==> config.mk <==
export PLATFORM = sky130hd
export DESIGN_NAME = icap_reboot_master
export DESIGN_NICKNAME = d
export VERILOG_FILES = /design/src/rtl/icap_pkg.sv /design/src/rtl/icap_seq_rom.sv /design/src/rtl/icap_reboot_master.sv
export SDC_FILE = /design/constraint.sdc
export NUM_CORES = 1
export LEC_CHECK = 0
export ABC_CLOCK_PERIOD_IN_PS = 3750
export CORE_ASPECT_RATIO = 0.8
export CORE_UTILIZATION = 46
export CTS_CLUSTER_SIZE = 12
export DETAILED_ROUTE_END_ITERATION = 12
export GPL_ROUTABILITY_DRIVEN = 0
export HOLD_SLACK_MARGIN = 0.06
export PLACE_DENSITY = 0.85
export SYNTH_ARGS = -nofsm -noshare
export SYNTH_HDL_FRONTEND = slang
export SYNTH_SLANG_ARGS = --single-unit
==> constraint.sdc <==
create_clock -name clk -period 3.75 [get_ports clk]
set_input_delay 0.75 -clock clk [delete_from_list [all_inputs] [get_ports clk]]
set_output_delay 0.75 -clock clk [all_outputs]
set_load 0.005 [all_outputs]
==> src/rtl/icap_pkg.sv <==
// icap_pkg -- shared definitions for the ICAP reboot master.
//   state_e       : controller state encoding (S_RD_REQ exists only when
//                   ICAP_READBACK_EN is defined)
//   W_*           : the 8 constant 16-bit words of the IPROG command sequence
//   SEQ_LEN       : number of byte writes in one reboot sequence (20)
//   IDX_W/IDX_END : byte index width and the "sequence finished" index value
// Optional feature macro: ICAP_READBACK_EN.
package icap_pkg;

`ifdef ICAP_READBACK_EN
   typedef enum logic [2:0] {
      S_IDLE   = 3'd0,
      S_REQ    = 3'd1,
      S_GAP    = 3'd2,
      S_DONE   = 3'd3,
      S_ERR    = 3'd4,
      S_RD_REQ = 3'd5
   } state_e;
`else
   typedef enum logic [2:0] {
      S_IDLE = 3'd0,
      S_REQ  = 3'd1,
      S_GAP  = 3'd2,
      S_DONE = 3'd3,
      S_ERR  = 3'd4
   } state_e;
`endif

   localparam int SEQ_LEN = 20;
   localparam int IDX_W   = 5;
   // Index value reached after the last byte has been acknowledged.
   localparam logic [IDX_W-1:0] IDX_END = IDX_W'(SEQ_LEN);

   // Constant words of the sequence (dummy, sync, WBSTAR, CMD, IPROG, NOPs).
   localparam logic [15:0] W_DUMMY  = 16'hFFFF;
   localparam logic [15:0] W_SYNC   = 16'hAA99;
   localparam logic [15:0] W_WBST_L = 16'h3261;
   localparam logic [15:0] W_WBST_H = 16'h3281;
   localparam logic [15:0] W_CMD    = 16'h30A1;
   localparam logic [15:0] W_IPROG  = 16'h000E;
   localparam logic [15:0] W_NOP0   = 16'h2000;
   localparam logic [15:0] W_NOP1   = 16'h2000;
   // Upper byte of the word that carries boot_addr[23:16].
   localparam logic [7:0]  B_ADDR_HI_OP = 8'h0B;

endpackage

==> src/rtl/icap_seq_rom.sv <==
// icap_seq_rom -- combinational lookup of one byte of the reboot sequence.
//   idx       : byte index 0..19 (even = high byte of a word, odd = low byte)
//   boot_addr : latched flash address inserted into words 3 and 5
//   byte_o    : byte to transmit
module icap_seq_rom
   import icap_pkg::*;
(
   input  logic [IDX_W-1:0] idx,
   input  logic [23:0]      boot_addr,
   output logic [7:0]       byte_o
);

   logic [15:0] word;

   always_comb begin
      word = 16'h0000;
      case (idx[4:1])
         4'd0:    word = W_DUMMY;
         4'd1:    word = W_SYNC;
         4'd2:    word = W_WBST_L;
         4'd3:    word = boot_addr[15:0];
         4'd4:    word = W_WBST_H;
         4'd5:    word = {B_ADDR_HI_OP, boot_addr[23:16]};
         4'd6:    word = W_CMD;
         4'd7:    word = W_IPROG;
         4'd8:    word = W_NOP0;
         4'd9:    word = W_NOP1;
         default: word = 16'h0000;
      endcase
      // High byte goes out first.
      byte_o = idx[0] ? word[7:0] : word[15:8];
   end

endmodule

==> src/rtl/icap_reboot_master.sv <==
// icap_reboot_master -- Wishbone master that streams the ICAP IPROG reboot
// sequence (20 byte writes) for a target bitstream address.
//   clk, reset_n        : clock, asynchronous active-low reset
//   go, boot_addr       : start request and 24-bit flash byte address
//   busy, done, err     : busy level, completion pulse, timeout pulse
//   cyc_o, stb_o, we_o,
//   dat_o, dat_i, ack_i : Wishbone master bus (bytes on dat_o[7:0])
//   rd_req, rd_data     : single-byte readback (only with ICAP_READBACK_EN)
// TIMEOUT is the number of REQ cycles allowed without ack_i (2..255).
// Optional feature macro: ICAP_READBACK_EN.
module icap_reboot_master
   import icap_pkg::*;
#(
   parameter int TIMEOUT = 16
) (
   input  logic        clk,
   input  logic        reset_n,
   input  logic        go,
   input  logic [23:0] boot_addr,
`ifdef ICAP_READBACK_EN
   input  logic        rd_req,
   output logic [7:0]  rd_data,
`endif
   output logic        busy,
   output logic        done,
   output logic        err,
   output logic        cyc_o,
   output logic        stb_o,
   output logic        we_o,
   output logic [31:0] dat_o,
   input  logic [31:0] dat_i,
   input  logic        ack_i
);

   // Last value of the REQ cycle counter before the transaction is abandoned.
   localparam logic [7:0] TMO_LAST = 8'(TIMEOUT - 1);

   state_e           state_q, state_d;
   logic [IDX_W-1:0] idx_q, idx_d;
   logic [23:0]      addr_q, addr_d;
   logic [7:0]       tmo_q, tmo_d;
   logic [7:0]       rom_byte;
`ifdef ICAP_READBACK_EN
   logic [7:0]       rd_data_q, rd_data_d;
`endif

   // Only dat_i[7:0] is consumed, and only by readback.
   logic unused_dat_i;
   assign unused_dat_i = ^dat_i;

   icap_seq_rom u_rom (
      .idx       (idx_q),
      .boot_addr (addr_q),
      .byte_o    (rom_byte)
   );

   always_ff @(posedge clk or negedge reset_n) begin
      if (!reset_n) begin
         state_q   <= S_IDLE;
         idx_q     <= '0;
         addr_q    <= '0;
         tmo_q     <= '0;
`ifdef ICAP_READBACK_EN
         rd_data_q <= '0;
`endif
      end else begin
         state_q   <= state_d;
         idx_q     <= idx_d;
         addr_q    <= addr_d;
         tmo_q     <= tmo_d;
`ifdef ICAP_READBACK_EN
         rd_data_q <= rd_data_d;
`endif
      end
   end

   always_comb begin
      state_d   = state_q;
      idx_d     = idx_q;
      addr_d    = addr_q;
      tmo_d     = tmo_q;
`ifdef ICAP_READBACK_EN
      rd_data_d = rd_data_q;
`endif
      case (state_q)
         S_IDLE: begin
            if (go) begin
               state_d = S_REQ;
               idx_d   = '0;
               addr_d  = boot_addr;
               tmo_d   = '0;
            end
`ifdef ICAP_READBACK_EN
            else if (rd_req) begin
               state_d = S_RD_REQ;
               tmo_d   = '0;
            end
`endif
         end
         S_REQ: begin
            if (ack_i) begin
               state_d = S_GAP;
               idx_d   = idx_q + 5'd1;
               tmo_d   = '0;
            end else if (tmo_q == TMO_LAST) begin
               state_d = S_ERR;
               tmo_d   = '0;
            end else begin
               tmo_d   = tmo_q + 8'd1;
            end
         end
`ifdef ICAP_READBACK_EN
         S_RD_REQ: begin
            if (ack_i) begin
               state_d   = S_GAP;
               rd_data_d = dat_i[7:0];
               // Reuse the end-of-sequence index so GAP routes to DONE.
               idx_d     = IDX_END;
               tmo_d     = '0;
            end else if (tmo_q == TMO_LAST) begin
               state_d = S_ERR;
               tmo_d   = '0;
            end else begin
               tmo_d   = tmo_q + 8'd1;
            end
         end
`endif
         S_GAP:   state_d = (idx_q == IDX_END) ? S_DONE : S_REQ;
         S_DONE:  state_d = S_IDLE;
         S_ERR:   state_d = S_IDLE;
         default: state_d = S_IDLE;
      endcase
   end

   // Outputs decode straight from the state register, so the async reset
   // clears them immediately and stb_o drops the cycle after an ack.
   always_comb begin
      busy  = (state_q != S_IDLE);
      done  = (state_q == S_DONE);
      err   = (state_q == S_ERR);
      cyc_o = 1'b0;
      we_o  = 1'b0;
      dat_o = '0;
      case (state_q)
         S_REQ: begin
            cyc_o = 1'b1;
            we_o  = 1'b1;
            dat_o = {24'h0, rom_byte};
         end
`ifdef ICAP_READBACK_EN
         S_RD_REQ: cyc_o = 1'b1;
`endif
         default: ;
      endcase
      stb_o = cyc_o;
   end

`ifdef ICAP_READBACK_EN
   assign rd_data = rd_data_q;
`endif

endmodule

==> summary.txt <==
Clocking
  – Post-CTS Hold Buffers: 0
  – H-tree depth: 2
  – Clk Latency, worst-skew pair: 300 ps
  – CTS buffer count: 5
  – Max clock buf depth: 2
  – # Post-CTS Setup Buffers: 0
  – Clk pin slew, worst setup/hold paths: roughly 80 ps
  – CTS tree: done
  – Post-cts resize count: 0
  – Number of clock sinks: 40
  – Root buffer cell: clkbuf_8

Drt
  – Routed Antenna Nets: 0
  – Routed WL per cell: around 15 microns
  – Routed vias/inst: 5.548
  – Routed WL: around 5100 microns
  – DR DRC count: 0
  – TritonRoute pass-1 iters: 4
  – Vias: about 1.9k
  – Drt first-iter violations: about 160

Power and ir drop
  – Power share of the clock group: 17.6%
  – NetSw: between 0.0007 and 0.0008 W
  – Internal: 0.001271 W
  – Pwr Total: slightly below 0.002 W
  – Leakage: between 1 and 1.5 nW
  – Logic gate share of total power: between 40% and 50%
  – Pwr dens: about 700 nW/um^2
  – Sequential share of power: 38.6%
  – VDD IR max: approximately 0.0004 V
  – Switching share of total power: 36.02%

Timing
  – Final Hold Vio Count: 0
  – Post-layout min period: 3430 ps
  – RSZ-0062 raised after global routing: no
  – Fin Clk Skew: 9.385 ps
  – Setup TNS: 0 ps
  – Max Slew Vio Count: 0
  – Period utilization: between 90% and 100%
  – Slew margin rel.: 41.84%
  – Slew at the pin closest to its max-slew limit: a little under 900 ps
  – Fmax: between 200 and 300 MHz
  – Setup ws final: between 300 and 400 ps
  – Final setup violation count: 0

Synth
  – Ys Warns: 0
  – Yosys reg bits: 40
  – Synth top area share: between 40% and 50%
  – Sequential area share after synthesis: 42.33%
  – Netlist cell types: a little under 50
  – Mean area per synthesized cell: about 9.5 sq um
  – Mapped Area: 2365 sq um
  – Most used DFF post-synth: dfrtp_1
  – Area leader, netlist: dfrtp_1
  – Async set-reset flop share out of synthesis: 100.0%
  – Cells after synthesis: 250
  – Synth area leaders: dfrtp_1 (42%), mux2_2 (10%), buf_4 (8.6%)
  – Number of enable flip-flop cells after synthesis: 0

Placement
  – Pre-CTS WS: a little under 700 ps
  – Placed inst area: roughly 2700 sq um
  – DPL Wire Length: ~3600 microns
  – Port Buf Inserts: a little over 40

Finish
  – Multi-input logic area: 1151 sq um
  – Final Cell Area: ~2800 sq um
  – Area grow syn2layout: 17.94%
  – Most frequent cells in the layout: dfrtp_1 (40), clkdlybuf4s50_1 (40), o21ai_0 (24), conb_1 (24), mux2_2 (21)
  – NumNets Final: ~340
  – Share of cells above drive strength 1: about an eighth
  – Post-layout util: about three fifths
  – Seq. cell area: ~1000 sq um
  – Diodes inserted: 0
  – Fill count: ~410

Global routing
  – Largest net degree at the start of global routing: around 40
  – Total gr overflow: 0
  – Initial antenna violation count: 0
  – Gr usage total: between 20% and 30%
  – Vias in the first global route: 1805
  – First-pass GRT wire length: around 8500 microns

Job
  – Max Cap Viol: 0

Run status
  – Status: finished, final reports clean

Critical path
  – Worst Path Required: about 3000 ps
  – Worst r2r src: state_q[0]$_DFFE_PN0P_
  – Critical path type: reg2out
  – CP Capture Type: output port
  – Critical path fanouts, max: 9
  – Worst EP arrival: approximately 2700 ps
  – CP startpoint kind: flip-flop
  – Critical Path Start: state_q[0]$_DFFE_PN0P_

Floorplanning
  – Row cnt: 22
  – Top Ports: 98
  – Starting Density: between 40% and 50%
  – Core ar.: between 4000 and 5000 sq um
  – Die width: 82.16 microns
  – Chip Height: about 66 microns
  – Die Footprint: approximately 5400 sq um

Worst hold path
  – Worst hold start: tmo_q[7]$_DFFE_PN0P_
  – HP Class: reg2reg
-- critical path, stage by stage, from the launching register on --
cell and delay, ps:
dfrtp_1 490, or3b_2 550, inv_1 250, nand2_1 180, a211oi_1 340, clkdlybuf4s50_1 570
-- synthesized netlist by cell type (4+ instances only) --
master    count
dfrtp_1      40
buf_4        27
o21ai_0      24
mux2_2       21
nor2_1       15
nand2_1      14
a21oi_1      12
clkbuf_1     11
inv_1         9
nand3_1       8
nand2b_1      5
a31oi_1       4
and3_1        4
nand4_1       4
-- through the flow --
step,hold slack (ps),std cells
finish,494.8,341
global route,503.4,341
global placement,477.1,333
floorplan,451.9,273
detailed placement,484.0,333
CTS,497.0,341
-- cells by family (layout without fill, tap and decap cells) --
group / after synthesis / in the layout / share of synthesized area, %
AOI/OAI and AO/OA: 61 / 61 / 16.30
xor gates and xnor gates: 3 / 3 / 1.111
adders and majority gates: 3 / 3 / 1.587
buffers and inverters: 52 / 60 / 12.75
DFF: 40 / 40 / 42.33
muxes: 24 / 24 / 11.38
other: 1 / 24 / 0.1586
and+or+nand+nor: 66 / 66 / 14.39
-- power groups by stage --
stage	Combinational [W]	Clock, W	Sequential, W
floorplan	0.000641	0	0.000670
global placement	0.000841	0	0.000759
detailed placement	0.000869	0	0.000771
CTS	0.000875	0.000353	0.000763
global route	0.000969	0.000374	0.000794
finish	0.000871	0.000349	0.000767
-- path summary, 6_finish.rpt --
| path | to | slack [ps] | cells after the start |
|---|---|---|---|
| worst max-delay path | dat_o[2] | 320 | 5 |
| worst min-delay path | tmo_q[7]$_DFFE_PN0P_ | 490 | 1 |
| worst max register to register | addr_q[3]$_DFFE_PN0P_ | 1860 | 4 |
| worst min register to register | tmo_q[7]$_DFFE_PN0P_ | 490 | 1 |
| max in group asynchronous | addr_q[19]$_DFFE_PN0P_ | 2640 | 1 |
| min in group asynchronous | tmo_q[6]$_DFFE_PN0P_ | 560 | 1 |
-- per-layer routing --
metal,wire (microns),track usage [%]
met5,0,0
met4,48,6.798
met1,2273,28.77
met3,316,5.241
met2,2423,33.88
-- state kept, by name, indices dropped and copies added, names as in the netlist --
name and flops:
state_q 3, addr_q 24, tmo_q 8, idx_q 5
-- final cells by class --
cell class	instances	share of cell area, %
Inverter	9	1.211
Multi-Input combinational cell	181	41.27
Clock inverter	2	1.256
Clock buffer	6	2.602
Timing Repair Buffer	43	15.07
Sequential cell	40	35.89
Tap cell	60	2.692
(Power assumes the default switching activity.)
